===== config.mk =====
export PLATFORM = sky130hd
export DESIGN_NAME = addsub_seq
export DESIGN_NICKNAME = d
export VERILOG_FILES = /design/src/rtl/addsub_pkg.sv /design/src/rtl/addsub_chunk.sv /design/src/rtl/addsub_seq.sv
export SDC_FILE = /design/constraint.sdc
export NUM_CORES = 1
export LEC_CHECK = 0
export ABC_CLOCK_PERIOD_IN_PS = 10700
export BUFFER_PORTS_ARGS = -buffer_cell sky130_fd_sc_hd__clkbuf_2
export CORE_ASPECT_RATIO = 0.75
export CORE_MARGIN = 4
export CORE_UTILIZATION = 55
export DETAILED_ROUTE_END_ITERATION = 10
export GPL_TIMING_DRIVEN = 1
export HOLD_SLACK_MARGIN = 0.1
export MAX_ROUTING_LAYER = met4
export PLACE_DENSITY = 0.76
export SYNTH_ARGS = -nofsm -noshare
export SYNTH_HDL_FRONTEND = slang
export SYNTH_SLANG_ARGS = --single-unit

===== constraint.sdc =====
create_clock -name clk -period 10.7 [get_ports clk]
set_clock_uncertainty 0.1 [all_clocks]
set_input_delay 1.07 -clock clk [delete_from_list [all_inputs] [get_ports clk]]
set_output_delay 1.07 -clock clk [all_outputs]
set_load 0.02 [all_outputs]

===== src/rtl/addsub_pkg.sv =====
// Shared definitions for the sequential add/subtract unit.
//   state_t     : controller states (IDLE, RUN, DONE)
//   MODE_ADD/SUB: values of the 'sub' mode bit
//   step_width  : width of the step counter for a given step count (minimum 1)
package addsub_pkg;

    typedef enum logic [1:0] {
        IDLE = 2'd0,
        RUN  = 2'd1,
        DONE = 2'd2
    } state_t;

    localparam logic MODE_ADD = 1'b0;
    localparam logic MODE_SUB = 1'b1;

    function automatic int step_width(input int num_steps);
        return (num_steps > 1) ? $clog2(num_steps) : 1;
    endfunction

endpackage


===== src/rtl/addsub_chunk.sv =====
// Combinational CHUNK-bit ripple add/subtract slice built from per-bit cells.
// Ports:
//   x, y : CHUNK-bit operand slices
//   sub  : 1 = x - y - cin (cin/cout are borrows), 0 = x + y + cin (carries)
//   cin  : chain bit in
//   s    : CHUNK-bit sum/difference
//   cout : chain bit out of the MSB cell
module addsub_chunk
    import addsub_pkg::*;
#(
    parameter int CHUNK = 4
) (
    input  logic [CHUNK-1:0] x,
    input  logic [CHUNK-1:0] y,
    input  logic             sub,
    input  logic             cin,
    output logic [CHUNK-1:0] s,
    output logic             cout
);

    logic [CHUNK:0] c;

    assign c[0] = cin;

    for (genvar i = 0; i < CHUNK; i++) begin : g_cell
        // Sum/difference bit is the same XOR for both modes; only the chain
        // logic differs. A borrow is produced when x < y + bin for this bit.
        assign s[i]   = x[i] ^ y[i] ^ c[i];
        assign c[i+1] = (sub == MODE_SUB)
                      ? ((~x[i] & y[i]) | (~(x[i] ^ y[i]) & c[i]))
                      : ((x[i] & y[i]) | ((x[i] ^ y[i]) & c[i]));
    end

    assign cout = c[CHUNK];

endmodule


===== src/rtl/addsub_seq.sv =====
// Multi-cycle add/subtract unit: processes CHUNK bits per clock, LSB chunk
// first, with a start/busy/done handshake.
// Optional feature: define ADDSUB_SEQ_OVF_EN to register signed overflow on
// ovf; when undefined ovf is tied to 0.
// Ports:
//   clk    : clock, rising edge
//   rst    : synchronous, active-high reset
//   start  : request, accepted only in IDLE or DONE
//   sub    : 1 = a - b, 0 = a + b (latched with operands)
//   a, b   : WIDTH-bit operands
//   busy   : high while computing
//   done   : one-cycle pulse when result/cout/ovf are valid
//   result : final sum/difference, held until the next completion
//   cout   : carry out (add) or borrow out (sub)
//   ovf    : signed overflow
module addsub_seq
    import addsub_pkg::*;
#(
    parameter int WIDTH = 16,
    parameter int CHUNK = 4
) (
    input  logic             clk,
    input  logic             rst,
    input  logic             start,
    input  logic             sub,
    input  logic [WIDTH-1:0] a,
    input  logic [WIDTH-1:0] b,
    output logic             busy,
    output logic             done,
    output logic [WIDTH-1:0] result,
    output logic             cout,
    output logic             ovf
);

    localparam int NUM_STEPS = WIDTH / CHUNK;
    localparam int STEP_W    = step_width(NUM_STEPS);
    localparam logic [STEP_W-1:0] LAST_STEP = STEP_W'(NUM_STEPS - 1);

    state_t             state;
    logic [STEP_W-1:0]  step;
    logic [WIDTH-1:0]   a_q;
    logic [WIDTH-1:0]   b_q;
    logic               sub_q;
    logic               chain;
    logic [WIDTH-1:0]   part;

    int                 idx;
    logic [CHUNK-1:0]   x_chunk;
    logic [CHUNK-1:0]   y_chunk;
    logic [CHUNK-1:0]   s_chunk;
    logic               c_chunk;
    logic [WIDTH-1:0]   full_res;
    logic               last;

    // Select the operand chunk for the current step; full_res is the partial
    // result with the chunk being computed now merged in, so the final value
    // can be registered on the same edge that completes the last step.
    always_comb begin
        idx      = int'(step) * CHUNK;
        x_chunk  = a_q[idx +: CHUNK];
        y_chunk  = b_q[idx +: CHUNK];
        full_res = part;
        full_res[idx +: CHUNK] = s_chunk;
        last     = (state == RUN) && (step == LAST_STEP);
    end

    addsub_chunk #(
        .CHUNK(CHUNK)
    ) u_chunk (
        .x   (x_chunk),
        .y   (y_chunk),
        .sub (sub_q),
        .cin (chain),
        .s   (s_chunk),
        .cout(c_chunk)
    );

    always_ff @(posedge clk) begin
        if (rst) begin
            state  <= IDLE;
            step   <= '0;
            a_q    <= '0;
            b_q    <= '0;
            sub_q  <= 1'b0;
            chain  <= 1'b0;
            part   <= '0;
            busy   <= 1'b0;
            done   <= 1'b0;
            result <= '0;
            cout   <= 1'b0;
        end else begin
            done <= 1'b0;
            case (state)
                IDLE, DONE: begin
                    if (start) begin
                        a_q   <= a;
                        b_q   <= b;
                        sub_q <= sub;
                        chain <= 1'b0;
                        part  <= '0;
                        step  <= '0;
                        busy  <= 1'b1;
                        state <= RUN;
                    end else begin
                        busy  <= 1'b0;
                        state <= IDLE;
                    end
                end
                RUN: begin
                    part[idx +: CHUNK] <= s_chunk;
                    chain              <= c_chunk;
                    if (last) begin
                        result <= full_res;
                        cout   <= c_chunk;
                        busy   <= 1'b0;
                        done   <= 1'b1;
                        state  <= DONE;
                    end else begin
                        step <= step + STEP_W'(1);
                    end
                end
                default: begin
                    busy  <= 1'b0;
                    state <= IDLE;
                end
            endcase
        end
    end

`ifdef ADDSUB_SEQ_OVF_EN
    logic ovf_next;

    // Signed overflow from operand and result sign bits only.
    always_comb begin
        if (sub_q == MODE_SUB)
            ovf_next = (a_q[WIDTH-1] != b_q[WIDTH-1]) && (full_res[WIDTH-1] != a_q[WIDTH-1]);
        else
            ovf_next = (a_q[WIDTH-1] == b_q[WIDTH-1]) && (full_res[WIDTH-1] != a_q[WIDTH-1]);
    end

    always_ff @(posedge clk) begin
        if (rst)
            ovf <= 1'b0;
        else if (last)
            ovf <= ovf_next;
    end
`else
    assign ovf = 1'b0;
`endif

endmodule

==> results.sh <==
export IMPL_hp_class="flip-flop to flip-flop"
export IMPL_grt_pass1_wl_mm=11.3
export IMPL_routed_via_density=5.44
export IMPL_cp_max_fo=16
export IMPL_drt_iter0_markers=155
export IMPL_critPathTopFamily="adder cells"
export IMPL_worstSkewPairLatency_ps=350
export IMPL_power_frac_seq_pct=52.4
export IMPL_drive_gt1_share_pct=23.3
export IMPL_cp_cell_sequence="mux4_2 > inv_1 > fa_1 > mux2i_1 > fa_1 > mux2_2 > fa_1 > mux2i_1 > fa_1 > inv_1 > a221oi_1 > nor3_1"
export IMPL_hpwl_mm=4.63
export IMPL_wl_per_cell_um=14.3
export IMPL_cp_slowest_cell="dfxtp_1"
export IMPL_root_buffer="clkbuf_8"
export IMPL_syn_nets=377
export IMPL_fin_nets=420
export IMPL_detail_route_wirelength_mm=6.40
export IMPL_cts_resized_gates=0
export IMPL_critPathLaunchType="flip-flop"
export IMPL_vias=2442
export IMPL_postSynthCellCount=328
export IMPL_yosysTopAreaCell="dfxtp_1"
export IMPL_cts_tree="yes"
export IMPL_n_antenna_cell=0
export IMPL_cp_required_ps=10880
export IMPL_numPortBuffers=54
export IMPL_fin_crit_ps=4280
export IMPL_avgSynthCellArea_um2=9.33
export IMPL_final_hold_viol_count=0
export IMPL_clkSlewWorstSetupHoldPaths_ps=70
export IMPL_worst_setup_path_type="flip-flop to flip-flop"
export IMPL_synth_area_leaders="dfxtp_1 45%, nand2_1 9.3%, a21oi_1 6.9%, mux4_2 5.9%, fa_1 5.2%"
export IMPL_grt_max_degree=62
export IMPL_die_w_um=94.1
export IMPL_clock_path_buffers=2
export IMPL_post_cts_buffers=0
export IMPL_grt_setup_unrepaired="false"
export IMPL_dpl_cell_count=435
export IMPL_core_um2=5350
export IMPL_start_util_pct=57.2
export IMPL_syn_area_um2=3060
export IMPL_comb_power_share_pct=12.6
export IMPL_synthDistinctLibCells=32
export IMPL_cp_startpoint="step[0]"
export IMPL_clock_sinks=69
export IMPL_cts_buffers_inserted=9
export IMPL_cap_violations=0
export IMPL_drtPass1Iterations=4
export IMPL_dieArea_um2=6830
export IMPL_tns_ps=0
export IMPL_syn_to_final_growth_pct=13.9
export IMPL_overflow=0
export IMPL_switching_share_pct=26.3
export IMPL_fmax_ghz=0.234
export IMPL_fin_cells=449
export IMPL_antenna_found_initial=0
export IMPL_grt_use_total_pct=22.2
export IMPL_drcViolationCount=0
export IMPL_ant_nets=0
export IMPL_ys_seq_area_share_pct=45.1
export IMPL_cts_hold_buf=0
export IMPL_rows=23
export IMPL_relSlewSlack_pct=37.5
export IMPL_hp_start="a_q[8]"
export IMPL_period_share_pct=40.0
export IMPL_die_h_um=72.6
export IMPL_clockPowerShare_pct=35.0
export IMPL_power_leakage_nw=1.39
export IMPL_cp_buffers_inverters=2
export IMPL_synth_seq_cells=69
export IMPL_synth_top_area_share_pct=45.1
export IMPL_yosys_warnings=0
export IMPL_outcome="completed"
export IMPL_crit_arrival_ps=4460
export IMPL_htreeDepth=3
export IMPL_r2r_start="step[0]"
export IMPL_gp_congestion=0.946
export IMPL_switching_power_w=0.000137
export IMPL_p_int_w=0.000385
export IMPL_finalSetupViolCount=0
export IMPL_power_density_nw_per_um2=150
export IMPL_num_io_pins=56
export IMPL_crit_top_cell="fa_1"
export IMPL_drv_slew=0
export IMPL_slowest_delay_ps=830
export IMPL_tightest_slew_ps=936
export IMPL_ir_worst_vdd_uv=94.6
export IMPL_cp_end_kind="flip-flop"
export IMPL_grt_pass1_vias=2394
## worst paths after layout
| path | slack (ps) | cells after the start | endpoint |
|---|---|---|---|
| worst max-delay path | 6420 | 12 | result[7] |
| worst min register to register | 350 | 2 | a_q[8] |
| worst max register to register | 6420 | 12 | result[7] |
| worst min-delay path | 350 | 2 | a_q[8] |
## synthesized netlist by cell type, drive strengths merged
cell type / instances
nand2: 76
dfxtp: 69
a21oi: 42
buf: 18
nor2: 17
inv: 14
nor3: 13
a221oi: 12
o2bb2ai: 9
fa: 8
mux4: 8
clkbuf: 7
nand3: 6
ha: 5
a211oi: 3
a32o: 3
and4bb: 3
mux2: 2
mux2i: 2
nand3b: 2
nor2b: 2
nor3b: 2
and3b: 1
and4b: 1
conb: 1
nand2b: 1
or3b: 1
## final cells by class
| class | instances | area [µm²] |
|---|---|---|
| tap | 75 | 93.8 |
| fill | 456 | 1870 |
| clock buffer | 12 | 155 |
| clock inverter | 2 | 10.0 |
| inverter | 14 | 52.6 |
| timing repair buffer | 57 | 293 |
| sequential | 69 | 1380 |
| multi-input combinational | 220 | 1500 |
## worst register-to-register path, cell delays in order, from the launching register on
cell and delay [ps]:
dfxtp_1 830, mux4_2 630, inv_1 100, fa_1 180
mux2i_1 120, fa_1 380, mux2_2 300, fa_1 360
mux2i_1 250, fa_1 530, inv_1 160, a221oi_1 110
nor3_1 190
## routing by layer
metal  vias to the layer above  share of wire [%]  GRT usage (%)
met3                        12                6.6           7.01
met1                      1154                 48           30.3
li1                       1212                  -              -
met5                         -                  0              -
met2                        64                 44           31.9
met4                         0                1.2           6.25
## placed cells by master, fill, tap and decap left out, drive strengths merged, types with 6 or more instances in the layout
| master | n |
|---|---|
| nor3 | 13 |
| nand2 | 76 |
| nand3 | 6 |
| nor2 | 17 |
| inv | 14 |
| clkbuf | 66 |
| a21oi | 42 |
| o2bb2ai | 9 |
| fa | 8 |
| dfxtp | 69 |
| a221oi | 12 |
| mux4 | 8 |
## per-stage QoR
step	util, %	setup slack (ps)	hold slack, ps	total power, W	area [µm²]
after floorplan	-	6980	332	0.000327	3060
after global placement	62.0	6520	342	0.000344	3320
after detailed placement	62.0	6390	347	0.000345	3320
after CTS	65.1	6370	356	0.000527	3480
after global routing	65.1	6090	370	0.000549	3480
final	65.1	6420	354	0.000523	3480
## kinds of logic after synthesis
logic type / after synthesis / synth area share (%)
flops: 69 / 45.1
simple gates: 125 / 18.4
mux: 12 / 7.28
fa+ha+maj: 13 / 7.28
buf+inv: 39 / 5.97
compound gates: 69 / 15.8
other cells: 1 / 0.123
## state kept, by name, indices dropped and copies added (netlist names)
name    count
b_q        16
busy        1
chain       1
step        2
part       12
cout        1
sub_q       1
a_q        16
result     16
done        1
state       2
## power groups by stage
stage          Sequential, W  Combinational [W]  Clock [W]
3_5_place_dp        0.000280          0.0000657          0
5_1_grt             0.000275          0.0000741   0.000199
6_report            0.000274          0.0000659   0.000183
4_1_cts             0.000274          0.0000659   0.000188
3_3_place_gp        0.000279          0.0000645          0
2_1_floorplan       0.000276          0.0000510          0
(Power assumes the default switching activity.)
